### src/rtl/wide_add_sequencer.sv
// Wide adder/subtractor that reuses one SLICE_WIDTH-bit adder slice over
// NUM_SLICES cycles, LSB slice first, carrying between slices in a register.
module wide_add_sequencer #(
   parameter int DATA_WIDTH  = 256,
   parameter int SLICE_WIDTH = 64
) (
   input  logic                  clk,
   input  logic                  rst,
   input  logic                  in_valid,
   output logic                  in_ready,
   input  logic [DATA_WIDTH-1:0] in_a,
   input  logic [DATA_WIDTH-1:0] in_b,
   input  logic                  in_sub,
   output logic                  out_valid,
   input  logic                  out_ready,
   output logic [DATA_WIDTH-1:0] out_sum,
   output logic                  out_carry
);

   localparam int NUM_SLICES = DATA_WIDTH / SLICE_WIDTH;
   localparam int K_W        = (NUM_SLICES > 2) ? $clog2(NUM_SLICES) : 1;
   localparam logic [K_W-1:0] LAST_K = K_W'(NUM_SLICES - 1);

   typedef enum logic [1:0] {
      IDLE = 2'd0,
      BUSY = 2'd1,
      DONE = 2'd2
   } state_t;

   state_t                  state_r;
   state_t                  next_state_s;
   logic                    accept_s;
   logic                    step_s;
   logic                    last_s;
   logic                    release_s;

   logic [DATA_WIDTH-1:0]   a_r;
   logic [DATA_WIDTH-1:0]   b_r;
   logic                    carry_r;
   logic [K_W-1:0]          k_r;
   logic [DATA_WIDTH-1:0]   sum_r;
   logic                    out_carry_r;
   logic                    out_valid_r;

   logic [SLICE_WIDTH-1:0]  a_slice_s;
   logic [SLICE_WIDTH-1:0]  b_slice_s;
   logic [SLICE_WIDTH:0]    slice_sum_s;

   assign in_ready  = (state_r == IDLE);
   assign out_valid = out_valid_r;
   assign out_sum   = sum_r;
   assign out_carry = out_carry_r;

   // FSM state register
   always_ff @(posedge clk or posedge rst) begin
      if (rst) begin
         state_r <= IDLE;
      end else begin
         state_r <= next_state_s;
      end
   end

   // Next-state decode and per-cycle datapath strobes
   always_comb begin
      next_state_s = state_r;
      accept_s     = 1'b0;
      step_s       = 1'b0;
      last_s       = 1'b0;
      release_s    = 1'b0;
      case (state_r)
         IDLE: begin
            if (in_valid) begin
               next_state_s = BUSY;
               accept_s     = 1'b1;
            end else begin
               next_state_s = IDLE;
            end
         end
         BUSY: begin
            step_s = 1'b1;
            if (k_r == LAST_K) begin
               next_state_s = DONE;
               last_s       = 1'b1;
            end else begin
               next_state_s = BUSY;
            end
         end
         DONE: begin
            if (out_ready) begin
               next_state_s = IDLE;
               release_s    = 1'b1;
            end else begin
               next_state_s = DONE;
            end
         end
         default: begin
            next_state_s = IDLE;
         end
      endcase
   end

   // Single shared slice adder; subtraction arrives as A + ~B + 1
   always_comb begin
      a_slice_s   = a_r[k_r*SLICE_WIDTH +: SLICE_WIDTH];
      b_slice_s   = b_r[k_r*SLICE_WIDTH +: SLICE_WIDTH];
      slice_sum_s = {1'b0, a_slice_s} + {1'b0, b_slice_s}
                  + {{SLICE_WIDTH{1'b0}}, carry_r};
   end

   // Operand capture, slice sequencing and result registers
   always_ff @(posedge clk or posedge rst) begin
      if (rst) begin
         a_r         <= {DATA_WIDTH{1'b0}};
         b_r         <= {DATA_WIDTH{1'b0}};
         carry_r     <= 1'b0;
         k_r         <= {K_W{1'b0}};
         sum_r       <= {DATA_WIDTH{1'b0}};
         out_carry_r <= 1'b0;
         out_valid_r <= 1'b0;
      end else begin
         if (accept_s) begin
            a_r     <= in_a;
            b_r     <= in_b ^ {DATA_WIDTH{in_sub}};
            carry_r <= in_sub;
            k_r     <= {K_W{1'b0}};
         end else if (step_s) begin
            sum_r[k_r*SLICE_WIDTH +: SLICE_WIDTH] <= slice_sum_s[SLICE_WIDTH-1:0];
            carry_r <= slice_sum_s[SLICE_WIDTH];
            k_r     <= k_r + K_W'(1);
            if (last_s) begin
               out_valid_r <= 1'b1;
               out_carry_r <= slice_sum_s[SLICE_WIDTH];
            end
         end else if (release_s) begin
            out_valid_r <= 1'b0;
         end
      end
   end

endmodule

### config.mk
export PLATFORM = sky130hd
export DESIGN_NAME = wide_add_sequencer
export DESIGN_NICKNAME = d
export VERILOG_FILES = /design/src/rtl/wide_add_sequencer.sv
export SDC_FILE = /design/constraint.sdc
export NUM_CORES = 2
export LEC_CHECK = 0
export CAP_MARGIN = 20
export CORE_AREA = 2 2 301 303
export DETAILED_ROUTE_END_ITERATION = 7
export DIE_AREA = 0 0 303 305
export GPL_ROUTABILITY_DRIVEN = 0
export PLACE_DENSITY = 0.67
export SLEW_MARGIN = 20
export SYNTH_ARGS = -nofsm -noshare
export SYNTH_HDL_FRONTEND = slang
export SYNTH_SLANG_ARGS = --single-unit
### constraint.sdc
create_clock -name clk -period 75.6 [get_ports clk]
set_input_delay 11.34 -clock clk [delete_from_list [all_inputs] [get_ports clk]]
set_output_delay 11.34 -clock clk [all_outputs]
set_load 0.03 [all_outputs]
# Word-level counts from Yosys, hierarchy flattened
# Cells that the tools add are included.
[word_totals]
ff_bits = 775
inputBits = 517
wordCells = 47
[classes]
n_addsub = 4
n_eq_ne = 4
n_shift = 4
n_mux = 19
n_bitwise = 2
n_reduce_logical = 6
[ops]
columns = ["cell", "count"]
rows = [
  ["256-bit by 9-bit indexed part select with 64-bit output", 2],
  ["256-bit bitwise mux", 1],
  ["64-bit by 34-bit variable shift with 256-bit output (first input constant)", 1],
  ["64-bit by 34-bit indexed part select with 256-bit output", 1],
  ["256-bit XOR", 1],
  ["64-bit by 64-bit adder with 65-bit output", 1],
  ["65-bit by 1-bit adder with 65-bit output", 1],
  ["8-bit negator with 34-bit output", 1],
  ["1-bit two-way mux", 13],
  ["2-bit two-way mux", 4],
  ["2-bit case mux with 3 select lines", 1],
  ["3-bit AND reduction", 2],
  ["2-bit equality test (second input constant)", 2],
  ["2-bit nonzero test", 2],
  ["2-bit by 1-bit adder with 2-bit output (second input constant)", 1],
  ["2-bit by 1-bit equality test with 1-bit output (second input constant)", 1],
  ["2-bit zero test", 1],
  ["2-bit by 1-bit != test with 1-bit output (second input constant)", 1],
  ["2-bit AND reduction", 1],
  ["1-bit NOT", 1],
]

# Longest topological paths before layout
[logic_depth]
word_depth = 5
mapped_depth = 16

# Least setup slack after synthesis
# No wires, ideal clock.
[synth_timing]
path_type = "input -> register"
startpoint = "in in_valid"
endpoint = "reg b_r[100]"
setup_ns = 0.137
arrival_ns = 12.731
required_ns = 75.463
slack_ns = 62.732
stages = 7
n_path_buf = 5
cell_sequence = "and2_1 -> clkbuf_1 -> clkbuf_1 -> clkbuf_1 -> clkbuf_1 -> clkbuf_1 -> a21oi_1"
[synth_via]
elab_chain_cells = 2
[synth_lines]
columns = ["item", "line", "rtl"]
rows = [
  ["from (decl)", "9", "input logic in_valid,"],
  ["1-bit two-way mux", "72", "if (in_valid) begin"],
  ["1-bit two-way mux", "70", "case (state_r)"],
  ["to (signal assigned)", "114", "b_r <= {DATA_WIDTH{1'b0}};"],
  ["to (signal assigned)", "123", "b_r <= in_b ^ {DATA_WIDTH{in_sub}};"],
  ["to (decl)", "38", "logic [DATA_WIDTH-1:0] b_r;"],
]
# No other way between the ends.
# A chain may end at the register's enable or synchronous reset.

# Worst setup path after layout
[layout_timing]
startpoint = "in in_valid"
endpoint = "reg a_r[11]"
[layout_via]
elab_chain_cells = 2
[layout_lines]
columns = ["item", "line", "rtl"]
rows = [
  ["1-bit two-way mux", "72", ""],
  ["1-bit two-way mux", "70", ""],
  ["to (signal assigned)", "113", "a_r <= {DATA_WIDTH{1'b0}};"],
  ["to (signal assigned)", "122", "a_r <= in_a;"],
  ["to (decl)", "37", "logic [DATA_WIDTH-1:0] a_r;"],
]
# No other way between the ends.

==> run_results.csv <==
group,metric,value,unit
clock_tree,clock_latency,0.63,ns
global_route,grt_pass1_wl,182,mm
die,io_pins,776,
critical_path,crit_start,"in_valid",
routing,viasPerCell,5.51,
place,dp_hpwl,91.1,mm
global_route,gr-total-overflow,0,
sta,rsz0062_at_grt,"false",
die,dieArea,92400,µm²
routing,ant_nets,0,
die,core-area,89300,µm²
critical_path,start_kind,"input pin",
synthesis,synth_flop_cell,"dfrtp_1",
synthesis,yosysSeqAreaShare,0.525,
critical_path,worst-path-buf-inv,4,
routing,wl,123,mm
critical_path,path_cells,"clkdlybuf4s50_1 -> and2_4 -> buf_12 -> buf_4 -> buf_4 -> mux2_2",
die,die_h,305,µm
critical_path,reg2reg_slack,69.08,ns
min_path,min_path_type,"flop to flop",
routing,drtIter0Drc,2200,
sta,clock_skew,0.0236,ns
synthesis,syn_nets,3636,
die,rows,110,
die,start_util,0.414,
clock_tree,cts.htree.levels,3,
critical_path,crit_top_cell,"buf_4",
global_route,grt_pass1_vias,27900,
critical_path,end_kind,"flop",
sta,fmax,67.6,MHz
finish,nets,4312,
synthesis,synth-seq-cells,775,
sta,setup_violations,0,
synthesis,synth_edf_count,0,
finish,nFillCells,7650,
critical_path,cp_data_required_time,76.11,ns
synthesis,synthesis.area,37000,µm²
synthesis,yosysWarnings,0,
flow_run,cap_violations,0,
status,violations,"design-rule violations",
sta,relSlewSlack,0.175,
finish,stdcell_count,4998,
clock_tree,numCtsBuffers,87,
die,die_w,303,µm
sta,finalHoldViolCount,0,
routing,wl_per_cell,24.7,µm
clock_tree,cts_root_buffer,"clkbuf_16",
sta,period_share,0.196,
synthesis,synth_cell_types,72,
sta,holdWs,0.475,ns
synthesis,syn_avg_cell_area,12.1,µm²
critical_path,path_max_fanout,205,
critical_path,critPathSlowestCell,"buf_4",
clock_tree,cts_hold_buf,0,
critical_path,worstSetupPathType,"input pin to flop",
routing,drt_pre_antenna_iters,8,
synthesis,synthCells,3049,
critical_path,critical_path.top_delay_family,"buffers and inverters",
critical_path,reg2reg_from,"k_r[1]",
clock_tree,post-cts-setup-buffer-count,0,
critical_path,slowest_delay,0.77,ns
critical_path,critPathArrivalTime,15.30,ns
routing,num_vias,27600,
sta,fin_setup_tns,0,ns
finish,area_growth,32.0,%
status,status,"finished with violations",
critical_path,worstSetupEndpoint,"a_r[11]",
global_route,grt.total_usage,0.263,
finish,drive_above_1_share,0.158,
sta,slew_violations,0,
clock_tree,cts_tree,"yes",
routing,drt_drc_violations_left,94,
clock_tree,clock-sinks,775,
clock_tree,clkTransAtPathRegs,0.06,ns
sta,period_minus_slack,14.79,ns
global_route,antenna_found_initial,41,
synthesis,ys_async_sr_fraction,1.00,
clock_tree,cts_resized,0,
global_route,grt_max_degree,232,
place,dp_cells,4812,
place,io_buffer_count,775,
critical_path,rr_worst_depth,14,
critical_path,crit_cells,6,
critical_path,r2r_end,"out_sum[126]",
sta,worst_pin_slew,1.23,ns
clock_tree,cts_max_path_buffers,3,
## sequential cells by signal, summed over array words and instances (netlist names)
| name | flops |
|---|---|
| a_r | 256 |
| b_r | 256 |
| out_sum | 256 |
| k_r | 2 |
| state_r | 2 |
| carry_r | 1 |
| out_carry | 1 |
| out_valid | 1 |
## metrics by stage
stage / worst slack, ns / cell area [µm²] / util
2_1_floorplan: 42.50 / 37000 / -
3_3_place_gp: 60.23 / 45700 / 0.511
3_5_place_dp: 60.22 / 45700 / 0.511
4_1_cts: 60.89 / 48700 / 0.545
5_1_grt: 60.60 / 48700 / 0.546
6_report: 60.81 / 48800 / 0.546
## placed cells by master (no fill, tap or decap), types with 12 or more instances in the layout
master / synthesis / layout
diode_2: 0 / 27
a21o_1: 29 / 29
nor2_1: 314 / 313
xor2_1: 20 / 20
mux2_2: 258 / 258
mux4_2: 128 / 128
clkdlybuf4s50_1: 0 / 774
ha_1: 68 / 68
clkbuf_8: 0 / 24
clkbuf_16: 0 / 90
inv_1: 20 / 19
nand3_1: 19 / 19
clkbuf_1: 186 / 12
a21oi_1: 331 / 331
xnor2_1: 290 / 290
o21ai_0: 63 / 63
nand2_1: 89 / 85
clkinv_2: 0 / 15
buf_4: 0 / 32
nor3_1: 17 / 14
nand4_1: 21 / 21
dfrtp_1: 775 / 773
a22o_1: 226 / 226
## how the worst min path moves through the flow
| stage | slack (ns) | from | to | cells past startpoint |
|---|---|---|---|---|
| global route | 0.51 | a_r[243] | a_r[243] | 1 |
| floorplan | 0.48 | a_r[128] | a_r[128] | 1 |
| global placement | 0.46 | out_sum[190] | out_sum[190] | 2 |
| finish | 0.48 | out_sum[135] | out_sum[135] | 2 |
| detailed placement | 0.47 | out_sum[135] | out_sum[135] | 2 |
| CTS | 0.48 | out_sum[135] | out_sum[135] | 2 |
## cell usage after synthesis, drive strengths merged, types with 10 or more instances
cell,number,area share
dfrtp,775,0.52
a21oi,334,0.046
nor2,314,0.032
xnor2,290,0.069
mux2,258,0.079
a22o,226,0.054
clkbuf,186,0.019
mux4,128,0.078
nand2,90,0.0092
o21ai,72,0.0098
ha,68,0.023
buf,37,0.0038
a21o,29,0.0059
nand4,21,0.0036
inv,20,0.0020
xor2,20,0.0047
nand3,19,0.0026
nor3,17,0.0023
o31ai,10,0.0020
## per-layer routing
metal / vias up / global-route usage / share of wire
met5: - / 0 / 0.0017
met4: 30 / 0.0865 / 0.030
met3: 202 / 0.0561 / 0.070
met2: 959 / 0.418 / 0.48
met1: 13900 / 0.357 / 0.42
li1: 12400 / - / -
## tightest hold or removal path, delay by kind of cell (launching register included)
| family | cells | cell delay (ns) |
|---|---|---|
| AND/OR/NAND/NOR | 1 | 0.05 |
| AO/OA/AOI/OAI | 1 | 0.06 |
| flip-flops | 1 | 0.33 |
## logic make-up after synthesis
group	Yosys count	share of synthesized area
xor+xnor	310	0.0735
mux	388	0.157
flops	775	0.525
compound gates	749	0.136
fa+ha+maj	70	0.0241
simple gates	514	0.0597
buf+inv	243	0.0248
## layout make-up
class                           count  area [µm²]  share of cell area
Clock inverter                     33         378             0.00775
Antenna cell                       27        67.6             0.00139
Multi-Input combinational cell   2031       16700               0.342
Clock buffer                      126        2630              0.0539
Sequential cell                   775       19400               0.398
Tap cell                         1176        1470              0.0302
Inverter                           20        82.6             0.00169
Timing Repair Buffer              810        8050               0.165
Power is left out: the tool's default activity adds up to more than one toggle a clock period on the data nets, which glitch-free logic cannot reach.
